--- config.mk ---
export PLATFORM = sky130hd
export DESIGN_NAME = cursor_ctrl_flat
export DESIGN_NICKNAME = d
export VERILOG_FILES = /design/src/rtl/cursor_ctrl_if.sv /design/src/rtl/cursor_ctrl.sv /design/src/flat_wrapper.sv
export SDC_FILE = /design/constraint.sdc
export NUM_CORES = 1
export LEC_CHECK = 0
export ABC_AREA = 1
export CORE_MARGIN = 4
export CORE_UTILIZATION = 40
export CTS_CLUSTER_DIAMETER = 80
export DETAILED_ROUTE_END_ITERATION = 16
export PLACE_DENSITY = 0.75
export SYNTH_ARGS = -nofsm -noshare
export SYNTH_HDL_FRONTEND = slang
export SYNTH_SLANG_ARGS = --single-unit
--- constraint.sdc ---
create_clock -name clk -period 3.43 [get_ports clk]
set_input_delay 0.8575 -clock clk [delete_from_list [all_inputs] [get_ports clk]]
set_output_delay 0.8575 -clock clk [all_outputs]
set_load 0.005 [all_outputs]
--- src/rtl/cursor_ctrl_if.sv ---
// Operation/elimination handshake bundle between key decoder, cursor_ctrl and board logic.
interface cursor_ctrl_if #(parameter int COORD_W = 4);
  logic               op_valid;
  logic [2:0]         op;
  logic               op_ready;
  logic               elim_done;
  logic [COORD_W-1:0] cur_x;
  logic [COORD_W-1:0] cur_y;
  logic               selected;
  logic               elim_req;
  logic               busy;
  logic               op_ignored;

  modport master (
    output op_valid, op, elim_done,
    input  op_ready, cur_x, cur_y, selected, elim_req, busy, op_ignored
  );

  modport slave (
    input  op_valid, op, elim_done,
    output op_ready, cur_x, cur_y, selected, elim_req, busy, op_ignored
  );
endinterface

--- src/rtl/cursor_ctrl.sv ---
// Cursor/selection controller for the grid elimination game.
// Define CURSOR_WRAP_EN to make cursor moves wrap at the grid edges instead of saturating.
module cursor_ctrl #(
  parameter int GRID_W  = 8,
  parameter int GRID_H  = 8,
  parameter int COORD_W = 4
) (
  input  logic          clk,
  input  logic          rst,
  cursor_ctrl_if.slave  bus
);
  typedef enum logic [1:0] {IDLE, SEL, ELIM} state_t;

  localparam logic [2:0] OP_NOP = 3'd0, OP_SEL = 3'd1, OP_CAN = 3'd2, OP_LEFT = 3'd3,
                         OP_RIGHT = 3'd4, OP_UP = 3'd5, OP_DOWN = 3'd6, OP_HOME = 3'd7;

  localparam logic [COORD_W-1:0] X_MAX = COORD_W'(GRID_W - 1);
  localparam logic [COORD_W-1:0] Y_MAX = COORD_W'(GRID_H - 1);
  localparam logic [COORD_W-1:0] ZERO  = '0;
  localparam logic [COORD_W-1:0] ONE   = COORD_W'(1);

  state_t state;

`ifdef CURSOR_WRAP_EN
  localparam logic [COORD_W-1:0] X_LO = X_MAX, X_HI = ZERO, Y_LO = Y_MAX, Y_HI = ZERO;
`else
  localparam logic [COORD_W-1:0] X_LO = ZERO, X_HI = X_MAX, Y_LO = ZERO, Y_HI = Y_MAX;
`endif

  // Edge targets: wrap jumps to the opposite edge, saturation stays put.
  logic [COORD_W-1:0] x_left, x_right, y_up, y_down;
  always_comb begin
    x_left  = (bus.cur_x == ZERO)  ? X_LO : bus.cur_x - ONE;
    x_right = (bus.cur_x == X_MAX) ? X_HI : bus.cur_x + ONE;
    y_up    = (bus.cur_y == ZERO)  ? Y_LO : bus.cur_y - ONE;
    y_down  = (bus.cur_y == Y_MAX) ? Y_HI : bus.cur_y + ONE;
  end

  assign bus.op_ready = (state != ELIM);

  always_ff @(posedge clk) begin
    if (rst) begin
      state          <= IDLE;
      bus.cur_x      <= '0;
      bus.cur_y      <= '0;
      bus.selected   <= 1'b0;
      bus.elim_req   <= 1'b0;
      bus.busy       <= 1'b0;
      bus.op_ignored <= 1'b0;
    end else begin
      bus.op_ignored <= 1'b0;
      case (state)
        IDLE: if (bus.op_valid) begin
          case (bus.op)
            OP_SEL:   begin state <= SEL; bus.selected <= 1'b1; end
            OP_CAN:   bus.op_ignored <= 1'b1;
            OP_LEFT:  bus.cur_x <= x_left;
            OP_RIGHT: bus.cur_x <= x_right;
            OP_UP:    bus.cur_y <= y_up;
            OP_DOWN:  bus.cur_y <= y_down;
            OP_HOME:  begin bus.cur_x <= '0; bus.cur_y <= '0; end
            default:  ;
          endcase
        end
        SEL: if (bus.op_valid) begin
          case (bus.op)
            OP_NOP:  ;
            OP_SEL:  begin state <= ELIM; bus.elim_req <= 1'b1; bus.busy <= 1'b1; end
            OP_CAN:  begin state <= IDLE; bus.selected <= 1'b0; end
            default: bus.op_ignored <= 1'b1;  // cursor frozen while a cell is selected
          endcase
        end
        ELIM: if (bus.elim_done) begin
          // op_ready is low here, so any op presented this cycle waits for IDLE.
          state        <= IDLE;
          bus.selected <= 1'b0;
          bus.elim_req <= 1'b0;
          bus.busy     <= 1'b0;
        end
        default: state <= IDLE;
      endcase
    end
  end
endmodule
--- src/flat_wrapper.sv ---
// flat-port wrapper written by rule: the top's interface ports become plain ports
module cursor_ctrl_flat 
#(
  parameter int GRID_W  = 8,
  parameter int GRID_H  = 8,
  parameter int COORD_W = 4
)
  (clk, rst, bus_op_valid, bus_op, bus_elim_done, bus_op_ready, bus_cur_x, bus_cur_y, bus_selected, bus_elim_req, bus_busy, bus_op_ignored);
  cursor_ctrl_if #(.COORD_W(COORD_W)) bus_i ();
  input  logic clk;
  input  logic rst;
  input wire logic [$bits(bus_i.op_valid)-1:0] bus_op_valid;
  input wire logic [$bits(bus_i.op)-1:0] bus_op;
  input wire logic [$bits(bus_i.elim_done)-1:0] bus_elim_done;
  output wire logic [$bits(bus_i.op_ready)-1:0] bus_op_ready;
  output wire logic [$bits(bus_i.cur_x)-1:0] bus_cur_x;
  output wire logic [$bits(bus_i.cur_y)-1:0] bus_cur_y;
  output wire logic [$bits(bus_i.selected)-1:0] bus_selected;
  output wire logic [$bits(bus_i.elim_req)-1:0] bus_elim_req;
  output wire logic [$bits(bus_i.busy)-1:0] bus_busy;
  output wire logic [$bits(bus_i.op_ignored)-1:0] bus_op_ignored;
  assign bus_i.op_valid = bus_op_valid;
  assign bus_i.op = bus_op;
  assign bus_i.elim_done = bus_elim_done;
  assign bus_op_ready = bus_i.op_ready;
  assign bus_cur_x = bus_i.cur_x;
  assign bus_cur_y = bus_i.cur_y;
  assign bus_selected = bus_i.selected;
  assign bus_elim_req = bus_i.elim_req;
  assign bus_busy = bus_i.busy;
  assign bus_op_ignored = bus_i.op_ignored;
  cursor_ctrl #(.GRID_W(GRID_W), .GRID_H(GRID_H), .COORD_W(COORD_W)) u_core (.clk(clk), .rst(rst), .bus(bus_i));
endmodule
==> results_dict.tcl, run 1 <==
set metrics [dict create \
    cp.arrival_ns 1.52 \
    cts_resized 0 \
    grt_setup_unrepaired "no" \
    nets 211 \
    die_w_um 60.1 \
    finalCriticalPeriod_ns 2.38 \
    r2r_setup_slack_ns 1.79 \
    whs_ns 0.501 \
    drtIter0Drc 67 \
    drtAntennaViolNets 0 \
    grt_max_degree 11 \
    min_path_cells 2 \
    hold_viol 0 \
    drc 0 \
    avgRoutedWirePerCell_um 11.4 \
    antenna_found_initial 0 \
    crit_fanout 3 \
    h-tree-depth 1 \
    detailed_place_hpwl_um 2000 \
    drive_gt1_share_pct 5.18 \
    setup_viol 0 \
    fin_crit_sh_pct 69.5 \
    r2r_end "u_core.bus.cur_y[0]" \
    n_antenna_cell 0 \
    fin_setup_tns_ns 0 \
    syn-num-nets 192 \
    grt_pass1_wl_um 4330 \
    clkSinkCount 13 \
    cp_common_cell "inv_1" \
    final_cell_area_sq_um 1310 \
    holdBufCountCts 0 \
    syn_inst 175 \
    initial_core_util_pct 42.7 \
    crit_type "reg -> out" \
    grt_pass1_vias 1016 \
    post_cts_buffers 0 \
    cts_root_buf "clkbuf_4" \
    relSlewSlack_pct 78.4 \
    leakagePower_nw 0.612 \
    yosysWarnings 0 \
    finalClockSkew_ns 0.0124 \
    syn_to_final_growth_pct 20.7 \
    start_kind "register" \
    worstHoldPathType "reg -> reg" \
    cp-end-kind "output pin" \
    dpl_cell_area_sq_um 1290 \
    numPortBuffers 19 \
    ys_types 23 \
    fp.coreArea_sq_um 2540 \
    yosysSeqAreaShare_pct 23.9 \
    required_ns 2.57 \
    dr_total_vias 1162 \
    track_usage_pct 15.3 \
    fmax_mhz 420 \
    syn_area_sq_um 1090 \
    grt_overflow 0 \
    dr.pass1.iters 4 \
    wl_um 2550 \
    clk_latency_ns 0.28 \
    slowest_delay_ns 0.50 \
    die_h_um 60.1 \
    rows 18 \
    gp_congestion 0.869 \
    io_pins 20 \
    status "finished clean" \
    post-place-ws_ns 1.02 \
    cts_buffers 3 \
    cts_tree "done" \
    avgViaCountPerCell 5.21 \
    ir_drop_uv 338 \
    syn-mean-instance-area_sq_um 6.21 \
    worst_r2r_startpoint "u_core.state[0]" \
    cap_violations 0 \
    fp.dieArea_sq_um 3620 \
    rr_worst_depth 7 \
    path_clk_slew_ns 0.10 \
    hold_path_end "u_core.bus.elim_req" \
    p_per_area_nw_per_um2 487 \
    slowest_stage "clkdlybuf4s50_1" \
    synth_seq_cells 13 \
    slew_violations 0 \
    cp_cell_sequence "inv_1, ha_1, inv_1, clkdlybuf4s50_1" \
    worst_slack_ns 1.05 \
    worst_slew_pin_slew_ns 0.324 \
    min-delay-start "u_core.bus.elim_req" \
    cts_buffer_depth 2 \
]
==> sequential cells by signal, indices dropped and copies added, names as in the netlist <==
name	cells
u_core.bus.cur_x	4
u_core.bus.cur_y	4
u_core.state	2
u_core.bus.elim_req	1
u_core.bus.op_ignored	1
u_core.bus.selected	1
==> metal layers <==
layer	track usage (%)	vias up	wire length (um)
met2	24.2	38	1250
met1	20.4	517	1170
li1	-	601	-
met3	2.38	6	103
met4	6.33	0	31
met5	0	-	0
==> how the worst max path moves through the flow <==
stage / endpoint / start / slack (ns)
floorplan: u_core.bus.cur_x[2] / bus_op[1] / 1.69
global placement: u_core.bus.cur_x[1] / bus_op[1] / 1.08
detailed placement: u_core.bus.cur_x[1] / bus_op[1] / 1.02
CTS: bus_op_ready / u_core.state[0] / 1.04
global route: bus_op_ready / u_core.state[0] / 0.97
finish: bus_op_ready / u_core.state[0] / 1.05
==> critical path: cells and delay by family, from the launching register on <==
family | cells | cell delay, ns
DFF | 1 | 0.37
adders and majority gates | 1 | 0.23
buffers and inverters | 3 | 0.64
==> cell type report <==
type	instances	area (sq um)
Clock buffer	4	26.3
Fill cell	250	1230
Inverter	28	105
Tap cell	30	37.5
Timing Repair Buffer	19	190
Multi-Input combinational cell	129	693
Sequential cell	13	260
==> synthesized netlist by cell type, drive strengths merged <==
cell type	instances	area, sq um
nand2	33	126
inv	28	105
nor2	25	101
nand3	22	110
o21ai	15	75.1
a21oi	14	81.3
dfxtp	13	260
ha	10	125
nor3	4	31.3
buf	3	20.0
nand4	3	18.8
clkbuf	2	8.75
a31oi	1	6.26
xnor2	1	8.76
xor2	1	8.76
==> report_power, final <==
| group | switching, W | internal (W) |
|---|---|---|
| Combinational | 0.000176 | 0.000145 |
| Sequential | 0.0000374 | 0.000181 |
| Clock | 0.0000542 | 0.0000450 |
| Total | 0.000268 | 0.000371 |
==> placed cells by master (no fill, tap or decap), types with 3 or more instances in the layout <==
cell type	n
nand2_1	32
inv_1	25
nor2_1	24
nand3_1	22
clkdlybuf4s50_1	19
a21oi_1	13
o21ai_0	13
dfxtp_1	13
ha_1	10
inv_2	3
nand4_1	3
nor3_1	3
clkbuf_4	3
==> cells by family after synthesis <==
logic type / after synthesis / share of synthesized area [%]
simple gates: 87 / 35.7
buf+inv: 33 / 12.3
fa+ha+maj: 10 / 11.5
xor+xnor: 2 / 1.61
compound gates: 30 / 15.0
flops: 13 / 23.9
==> per-stage QoR <==
step,util [%],std cells,power [W]
CTS,51.6,223,0.000641
finish,51.6,223,0.000639
detailed placement,50.5,219,0.000541
global route,51.6,223,0.000697
global placement,50.5,219,0.000531
floorplan,-,175,0.000431
No activity file was read; power rests on OpenSTA's default activity.
==> run 2, diff against run 1 <==
==> constraint.sdc (replaced) <==
create_clock -name clk -period 2.3 [get_ports clk]
set_input_delay 0.575 -clock clk [delete_from_list [all_inputs] [get_ports clk]]
set_output_delay 0.575 -clock clk [all_outputs]
set_load 0.005 [all_outputs]
==> results of run 2 <==
The final DEF is identical to that of run 1. Status: finished clean.
Among the figures that moved: setup slack after placement 1.02 ns -> 0.173 ns; setup slack after layout 1.05 ns -> 0.200 ns; register-to-register setup slack 1.79 ns -> 0.66 ns; total power 0.000639 W -> 0.000953 W; worst IR drop on VDD 338 uV -> 505 uV
